$ cat src/rtl/modq3023_frame_accumulator_if.sv
// Residue stream in, frame-sum stream out, both valid/ready.
// The accumulator takes the slave side; the upstream reducer and downstream consumer take the master side.
interface modq3023_frame_accumulator_if #(
    parameter int W = 12
);
    logic [W-1:0] din_r;
    logic         din_valid;
    logic         din_ready;
    logic [W-1:0] dout_sum;
    logic         dout_valid;
    logic         dout_ready;

    modport master (
        output din_r,
        output din_valid,
        input  din_ready,
        input  dout_sum,
        input  dout_valid,
        output dout_ready
    );

    modport slave (
        input  din_r,
        input  din_valid,
        output din_ready,
        output dout_sum,
        output dout_valid,
        input  dout_ready
    );
endinterface

$ cat src/rtl/modq3023_frame_accumulator.sv
// Mod-Q frame accumulator: sums FRAME_LEN residues modulo Q, one per cycle,
// and presents one reduced sum per frame, held under output backpressure.
// Out-of-range residues (Q..2Q-1) are folded once and raise a sticky err.
module modq3023_frame_accumulator #(
    parameter int Q         = 3023,
    parameter int W         = 12,
    parameter int FRAME_LEN = 256,
    parameter int CW        = 8
) (
    input  logic clk,
    input  logic rst_n,
    input  logic clr,
    output logic err,
    modq3023_frame_accumulator_if.slave bus
);
    localparam int             LAST_I = FRAME_LEN - 1;
    localparam int             ONE_I  = 1;
    localparam logic [W-1:0]   Q_W    = Q[W-1:0];
    localparam logic [W:0]     Q_S    = Q[W:0];
    localparam logic [CW-1:0]  LAST   = LAST_I[CW-1:0];
    localparam logic [CW-1:0]  ONE    = ONE_I[CW-1:0];

    typedef enum logic {
        ACCUM = 1'b0,
        OUT   = 1'b1
    } state_t;

    state_t        state_reg, state_next;
    logic [W-1:0]  acc_reg;
    logic [W-1:0]  sum_reg;
    logic [CW-1:0] cnt_reg;
    logic          err_reg;

    logic          accept;
    logic          last_beat;
    logic          out_of_range;
    logic [W-1:0]  x;
    logic [W:0]    s;
    logic [W:0]    s_sub;
    logic [W-1:0]  acc_next;

    // Modular add: fold the input once (it is below 2Q), then fold the sum once.
    always_comb begin
        out_of_range = (bus.din_r >= Q_W);
        x            = out_of_range ? (bus.din_r - Q_W) : bus.din_r;
        s            = {1'b0, acc_reg} + {1'b0, x};
        s_sub        = s - Q_S;
        acc_next     = (s >= Q_S) ? s_sub[W-1:0] : s[W-1:0];
        last_beat    = (cnt_reg == LAST);
    end

    // State register.
    always_ff @(posedge clk or negedge rst_n) begin
        if (!rst_n) begin
            state_reg <= ACCUM;
        end else begin
            state_reg <= state_next;
        end
    end

    // Next state and handshake outputs; clr blocks input and returns to ACCUM.
    always_comb begin
        state_next     = state_reg;
        bus.din_ready  = 1'b0;
        bus.dout_valid = 1'b0;
        accept         = 1'b0;
        case (state_reg)
            ACCUM: begin
                bus.din_ready = !clr;
                accept        = bus.din_valid && !clr;
                if (accept && last_beat) begin
                    state_next = OUT;
                end
            end
            OUT: begin
                bus.dout_valid = 1'b1;
                if (bus.dout_ready) begin
                    state_next = ACCUM;
                end
            end
            default: state_next = ACCUM;
        endcase
        if (clr) begin
            state_next = ACCUM;
        end
    end

    // Accumulator, beat counter, result register and sticky error flag.
    always_ff @(posedge clk or negedge rst_n) begin
        if (!rst_n) begin
            acc_reg <= '0;
            cnt_reg <= '0;
            sum_reg <= '0;
            err_reg <= 1'b0;
        end else if (clr) begin
            acc_reg <= '0;
            cnt_reg <= '0;
            err_reg <= 1'b0;
        end else if (accept) begin
            if (out_of_range) begin
                err_reg <= 1'b1;
            end
            if (last_beat) begin
                sum_reg <= acc_next;
                acc_reg <= '0;
                cnt_reg <= '0;
            end else begin
                acc_reg <= acc_next;
                cnt_reg <= cnt_reg + ONE;
            end
        end
    end

    assign bus.dout_sum = sum_reg;
    assign err          = err_reg;
endmodule

$ cat src/flat_wrapper.sv
// flat-port wrapper written by rule: the top's interface ports become plain ports
module modq3023_frame_accumulator_flat 
#(
    parameter int Q         = 3023,
    parameter int W         = 12,
    parameter int FRAME_LEN = 256,
    parameter int CW        = 8
)
  (clk, rst_n, clr, err, bus_din_r, bus_din_valid, bus_din_ready, bus_dout_sum, bus_dout_valid, bus_dout_ready);
  modq3023_frame_accumulator_if #(.W(W)) bus_i ();
  input  logic clk;
  input  logic rst_n;
  input  logic clr;
  output logic err;
  input wire logic [$bits(bus_i.din_r)-1:0] bus_din_r;
  input wire logic [$bits(bus_i.din_valid)-1:0] bus_din_valid;
  output wire logic [$bits(bus_i.din_ready)-1:0] bus_din_ready;
  output wire logic [$bits(bus_i.dout_sum)-1:0] bus_dout_sum;
  output wire logic [$bits(bus_i.dout_valid)-1:0] bus_dout_valid;
  input wire logic [$bits(bus_i.dout_ready)-1:0] bus_dout_ready;
  assign bus_i.din_r = bus_din_r;
  assign bus_i.din_valid = bus_din_valid;
  assign bus_din_ready = bus_i.din_ready;
  assign bus_dout_sum = bus_i.dout_sum;
  assign bus_dout_valid = bus_i.dout_valid;
  assign bus_i.dout_ready = bus_dout_ready;
  modq3023_frame_accumulator #(.Q(Q), .W(W), .FRAME_LEN(FRAME_LEN), .CW(CW)) u_core (.clk(clk), .rst_n(rst_n), .clr(clr), .err(err), .bus(bus_i));
endmodule
$ cat config.mk
export PLATFORM = sky130hd
export DESIGN_NAME = modq3023_frame_accumulator_flat
export DESIGN_NICKNAME = d
export VERILOG_FILES = /design/src/rtl/modq3023_frame_accumulator_if.sv /design/src/rtl/modq3023_frame_accumulator.sv /design/src/flat_wrapper.sv
export SDC_FILE = /design/constraint.sdc
export NUM_CORES = 1
export LEC_CHECK = 0
export BUFFER_PORTS_ARGS = -buffer_cell sky130_fd_sc_hd__clkbuf_2
export CAP_MARGIN = 20
export CORE_ASPECT_RATIO = 2
export CORE_MARGIN = 8
export CORE_UTILIZATION = 55
export CTS_BUF_LIST = sky130_fd_sc_hd__clkbuf_8
export CTS_CLUSTER_SIZE = 24
export DETAILED_ROUTE_END_ITERATION = 6
export PLACE_DENSITY = 0.76
export SLEW_MARGIN = 20
export SYNTH_ARGS = -nofsm -noshare
export SYNTH_HDL_FRONTEND = slang
export SYNTH_SLANG_ARGS = --single-unit
$ cat constraint.sdc
create_clock -name clk -period 3.76 [get_ports clk]
set_clock_uncertainty 0.05 [all_clocks]
set_input_delay 0.188 -clock clk [delete_from_list [all_inputs] [get_ports clk]]
set_output_delay 0.188 -clock clk [all_outputs]
set_load 0.01 [all_outputs]
# ---- Yosys cells after proc, flatten, opt, wreduce, memory -nomap -nowiden
# Cells that the tools add are included.
dict set report word_totals {
  register_bits 34
  input_bits 17
  out_inout_bits 15
  word_cells 39
}
dict set report classes {
  add_sub_neg 4
  magnitude_cmp 2
  eq_ne 1
  mux 18
  bitwise_logic 2
  n_reduce_logical 7
}
# cell count
set op_table {}
lappend op_table {{12-bit 2-to-1 mux} 5}
lappend op_table {{8-bit 2-to-1 mux} 3}
lappend op_table {{12-bit subtractor (second input constant)} 2}
lappend op_table {{12-bit by 12-bit adder with 13-bit output} 1}
lappend op_table {{13-bit by 12-bit greater-or-equal comparator with 1-bit output (second input constant)} 1}
lappend op_table {{12-bit greater-or-equal comparator (second input constant)} 1}
lappend op_table {{1-bit 2-to-1 mux} 9}
lappend op_table {{8-bit by 1-bit adder with 8-bit output (second input constant)} 1}
lappend op_table {{8-bit == test (second input constant)} 1}
lappend op_table {{2-bit nonzero test} 2}
lappend op_table {{3-bit AND reduction} 1}
lappend op_table {{1-bit logical AND} 2}
lappend op_table {{1-bit NOT} 2}
lappend op_table {{1-bit case mux with 2 select lines} 1}
lappend op_table {{2-bit AND reduction} 1}
lappend op_table {{1-bit zero test} 1}

# ---- Depth between registers and ports, before layout
dict set report depth {
  ltp_word 8
  mapped_depth 18
  ltp_nobuf 18
}

# ---- Least setup slack after synthesis
# OpenSTA, ideal clock, no wires.
dict set report synth_path {
  path_type {input to register}
  from {input bus_din_r[0]}
  to {register u_core.sum_reg[8] (netlist: u_core.bus.dout_sum[8])}
  setup_ps 125
  arrival_time_ps 4043
  t_required_ps 3585
  setup_slack_ps -457
  stages 16
  path_buffers 0
  cell_sequence {ha_1 -> a311o_1 -> and3_1 -> o21ai_0 -> xnor2_1 -> ha_1 -> inv_1 -> fa_1 -> nand2b_2 -> a31o_1 -> o21ai_1 -> a31oi_2 -> a2111oi_4 -> o21ai_2 -> xor2_1 -> mux2_2}
}
dict set report synth_via {
  elab_chain_len 5
  word_cells_on_any_way 7
  classes_between {add/sub: 3; order compare: 2; mux: 2}
}
# element line
set synth_rtl {}
lappend synth_rtl {{start, declared} flat_wrapper.sv:15} ;# input wire logic [$bits(bus_i.din_r)-1:0] bus_din_r;
lappend synth_rtl {{12-bit subtractor or 12-bit greater-or-equal comparator (tied branches)} {modq3023_frame_accumulator.sv:45, modq3023_frame_accumulator.sv:44}}
lappend synth_rtl {{12-bit 2-to-1 mux (*)} modq3023_frame_accumulator.sv:45} ;# x = out_of_range ? (bus.din_r - Q_W) : bus.din_r;
lappend synth_rtl {{12-bit by 12-bit adder with 13-bit output (*)} modq3023_frame_accumulator.sv:46} ;# s = {1'b0, acc_reg} + {1'b0, x};
lappend synth_rtl {{12-bit subtractor or 13-bit by 12-bit greater-or-equal comparator with 1-bit output (tied branches)} {modq3023_frame_accumulator.sv:47, modq3023_frame_accumulator.sv:48}}
lappend synth_rtl {{12-bit 2-to-1 mux (*)} modq3023_frame_accumulator.sv:48} ;# acc_next = (s >= Q_S) ? s_sub[W-1:0] : s[W-1:0];
lappend synth_rtl {{end signal, assigned} modq3023_frame_accumulator.sv:104} ;# sum_reg <= acc_next;
lappend synth_rtl {{end, declared} modq3023_frame_accumulator.sv:30} ;# logic [W-1:0] sum_reg;
# Every way passes the cells marked *; elsewhere a longest branch is shown, timed or not.
# A chain may end at the register's enable or synchronous reset.

# ---- Worst setup path in the final report
dict set report layout_path {
  from {input bus_din_r[1]}
  to {register u_core.sum_reg[1] (netlist: u_core.bus.dout_sum[1])}
}
# The elaborated chain is that of the path after synthesis.

==> out/results.txt <==
On the critical path the largest part of the delay comes from compound AO/OA/AOI/OAI gates. The number of setup violations in the final report came out at 0. Of the total power, combinational logic draws 72.4%. In the layout the commonest cells are 68 x sky130_fd_sc_hd__buf_4, 39 x sky130_fd_sc_hd__nand2_1, 34 x sky130_fd_sc_hd__dfrtp_1.

Averaged over all synthesized cells, the footprint is 8.332 sq um. The total power divided by cell area was 694.0 nW/um^2; the utilization after layout was 76.51%. The logs give 3024 for the number of global-route vias before repair and 0 for the initial antenna violation count. The tightest min-delay check is of the in2reg type. In this run the power spent charging and discharging nets is 1.155 mW. Across the run, the number of max-cap violations was 0. The layout net count came out at 458. For this configuration, the core starts out at a cell density of 56.88%.

The internal power of the cells totals 1.404 mW. The CTS root buffer is sky130_fd_sc_hd__clkbuf_8. Summed over all cells, the static leakage comes to 1.706 nW. Global routing used 21.76% of the available tracks. The area of the mapped netlist was 2741 sq um; the remaining number of nets flagged by the antenna check after routing was 0.

In this run, the number of DRC markers left after iteration 0 of detailed routing was 105. The highest ir drop seen on vdd came out at 0.4953 mV. The worst path in the final design needs a cycle of 3.708 ns, including I/O delays and setup. Commonest non-fill, non-tap cell in the layout: sky130_fd_sc_hd__buf_4.

Data on the critical path arrives at its endpoint at 3.79 ns. By startpoint and endpoint, the worst setup path is classified as in2reg. The tools report the share of total power in the clock network as 9.5%. The antenna diode count was 0. The tools report the relative max-transition margin as 43.76%. The worst setup path is launched from an input port. The Yosys step of the flow raised 0 warnings. The fmax is 269.7 MHz, and the required time of the critical path is 3.84 ns. For this run, the slowest stage of the critical path takes 0.35 ns. The tree built by TritonCTS fans out to 34 sinks. The maximum fanout along the worst path was 6. The floorplan step set the die width to 65.92 um. For the worst-skew pair, the clock arrives at the later sink with an insertion delay of 0.28 ns. The region available for standard cell placement spans 4820 sq um. The run gives 4 as the number of detailed-routing iterations run before antenna repair.

After technology mapping, the gate count stands at 329. The finished layout holds 482 standard cells, fillers aside. Entering global routing, the biggest net connects 35 pins. TritonCTS built the clock tree. The final max-slew violation count is 0, and the clock slew seen by the registers of the worst setup and hold paths is 0.06 ns. The number of placed instances, taps included, is 468. Dividing the final minimum period by the clock period gives 98.61%. The fraction of synthesis flops using an asynchronous set or reset pin was 100.0%; the flip-flop and latch area was 850.8 sq um. The tools report the number of hold violations in the final report as 0. In the final routed layout, each cell accounts on average for 17.52 um. The library cell contributing the largest single delay on the critical path was sky130_fd_sc_hd__fa_2.

Summing all non-filler instances in the final layout gives an area of 3687 sq um. The switching power as a share of total power came out at 45.15%. The top cell type by area accounts for 31.04% of the synthesized area. Cells with a size suffix above 1 make up 33.41% of the layout. After filler insertion, the fill cell instance count of the layout stands at 348.

Summing all multi-input logic gate instances after layout gives 1963 sq um. The run gives 59 as the distinct cell type count after synthesis. The most common flop cell mapped by yosys is sky130_fd_sc_hd__dfrtp_1.

The die covers 7636 sq um. Per report_power, the sequential group accounts for 18.1% of the total. The count of flip-flops with a built-in enable after synthesis is 0. STA classifies the critical path endpoint as a flip-flop. The cell type contributing the most total cell area after synthesis was sky130_fd_sc_hd__dfrtp_1. For the leftover overflow at the end of global routing, the log shows 0. Of the synthesized area, sequential elements account for 31.04%. The post-detailed-route via-to-cell ratio is 6.100.

After layout, the worst setup slack is 0.05227 ns. Synthesis produced a netlist with a net count of 362. The wire length of the first global-routing pass is 13200 um.

The most repeated library cell on the critical path was sky130_fd_sc_hd__buf_4. The vias after detailed routing is 2940, and the count of port buffers added during placement is 31. Compared with the post-synthesis result, the final layout area differs by 34.50%. At the placement stage, the worst setup path has a slack of -0.3679 ns.

At the pin with the least slew margin, the transition time is 0.8436 ns. The die height is 115.8 um. The clock passes through at most 2 buffers. The placer's final routability congestion estimate was 0.9381; the detailed placer's ending HPWL was 6452 um. In this run the number of H-tree levels came out at 2. The run finished with clean final reports. By area the synthesized netlist is led by sky130_fd_sc_hd__dfrtp_1 31%, sky130_fd_sc_hd__ha_1 6.8%, sky130_fd_sc_hd__o21ai_0 6.0%, sky130_fd_sc_hd__nand2_1 5.3%, sky130_fd_sc_hd__nor2_1 4.5%. Synthesis inferred 34 register bits.

After detailed routing, the number of remaining DRC violations is 0. The critical path goes through buf_8 -> ha_4 -> a311o_1 -> and3_4 -> o21ai_4 -> xnor2_2 -> ha_2 -> inv_1 -> fa_2 -> nand2b_4 -> a211oi_2 -> buf_4 -> o211ai_1 -> a31oi_4 -> a2111oi_4 -> buf_4 -> nor2_4 -> mux2i_2 -> o21ai_0. The count of buffer and inverter cells on the critical path is 4, and the total wire length is 8443 um. TritonCTS created 5 clock buffers. The floorplan has 36 rows. Setup repair after global routing could not meet its margin everywhere.

The number of primary I/O pins came out at 32. Summing all placed instances gives a cell area of 3403 sq um.
-- final timing paths --
kind / from / to / slack (ns) / depth (start not counted)
setup / recovery: bus_din_r[1] / u_core.bus.dout_sum[1] / 0.05 / 19
hold / removal: bus_dout_ready / u_core.state_reg / 0.05 / 2
setup reg to reg: u_core.acc_reg[0] / u_core.bus.dout_sum[1] / 0.72 / 13
hold reg to reg: u_core.bus.dout_sum[0] / u_core.bus.dout_sum[0] / 0.44 / 2
max in group asynchronous: rst_n / u_core.bus.dout_sum[11] / 2.63 / 2
min in group asynchronous: rst_n / u_core.acc_reg[0] / 0.49 / 2
-- stage by stage --
stage	total power, mW	hold WS (ns)	setup TNS (ns)
2_1_floorplan	1.479	-0.1576	0
3_3_place_gp	2.065	0.2665	-2.780
3_5_place_dp	2.108	0.2696	-5.763
4_1_cts	2.382	0.04400	0
5_1_grt	2.724	0.04473	-0.6895
6_report	2.559	0.05057	0
-- power by group through the flow --
stage	registers [mW]	clock network [mW]	logic (mW)
6_report	0.464	0.243	1.85
4_1_cts	0.462	0.249	1.67
5_1_grt	0.467	0.260	2.00
2_1_floorplan	0.452	0	1.03
3_3_place_gp	0.467	0	1.60
3_5_place_dp	0.469	0	1.64
-- cell usage after synthesis (3+ instances only) --
| cell type | count |
|---|---|
| sky130_fd_sc_hd__mux2_2 | 3 |
| sky130_fd_sc_hd__and3_1 | 7 |
| sky130_fd_sc_hd__o21ai_1 | 7 |
| sky130_fd_sc_hd__o21ai_0 | 33 |
| sky130_fd_sc_hd__a21oi_1 | 16 |
| sky130_fd_sc_hd__inv_1 | 9 |
| sky130_fd_sc_hd__nand3_1 | 16 |
| sky130_fd_sc_hd__ha_1 | 15 |
| sky130_fd_sc_hd__nor2b_1 | 3 |
| sky130_fd_sc_hd__dfrtp_1 | 34 |
| sky130_fd_sc_hd__a211oi_1 | 6 |
| sky130_fd_sc_hd__a21o_1 | 6 |
| sky130_fd_sc_hd__nand2_1 | 39 |
| sky130_fd_sc_hd__buf_2 | 3 |
| sky130_fd_sc_hd__clkbuf_1 | 6 |
| sky130_fd_sc_hd__o211ai_1 | 7 |
| sky130_fd_sc_hd__nor2_1 | 33 |
| sky130_fd_sc_hd__nand2b_1 | 4 |
| sky130_fd_sc_hd__nor3_1 | 4 |
| sky130_fd_sc_hd__xnor2_1 | 12 |
| sky130_fd_sc_hd__xor2_1 | 13 |
| sky130_fd_sc_hd__mux2i_1 | 3 |
| sky130_fd_sc_hd__nand4_1 | 5 |
| sky130_fd_sc_hd__a311o_1 | 3 |
-- layer usage --
layer	up-vias	track usage, %	part of all wire [%]
li1	1403	-	-
met1	1402	20.57	37
met3	40	2.130	3.3
met4	0	13.93	5.7
met2	95	41.82	54
met5	-	0	0
-- logic make-up after synthesis --
family / share of synthesized area (%)
compound gates: 26.52
xor+xnor: 7.987
fa+ha+maj: 7.576
buf+inv: 3.286
flops: 31.04
mux: 2.328
simple gates: 21.27
-- repair_timing --
item / CTS / global route
buffers inserted: 0 / 7
hold buffers: 1 / 0
resized for setup: 3 / 34
endpoints found under the hold margin: 34 / 0
pin swaps: 0 / 19
setup endpoints to repair: 7 / 24
-- cell type report --
cell class / instances / share of cell area, %
sequential: 34 / 23.07
inverter: 9 / 0.9162
multi-input combinational: 275 / 53.24
timing repair buffer: 100 / 18.76
clock inverter: 2 / 0.2036
clock buffer: 5 / 1.866
tap: 57 / 1.934
No activity file was read; power rests on OpenSTA's default activity.
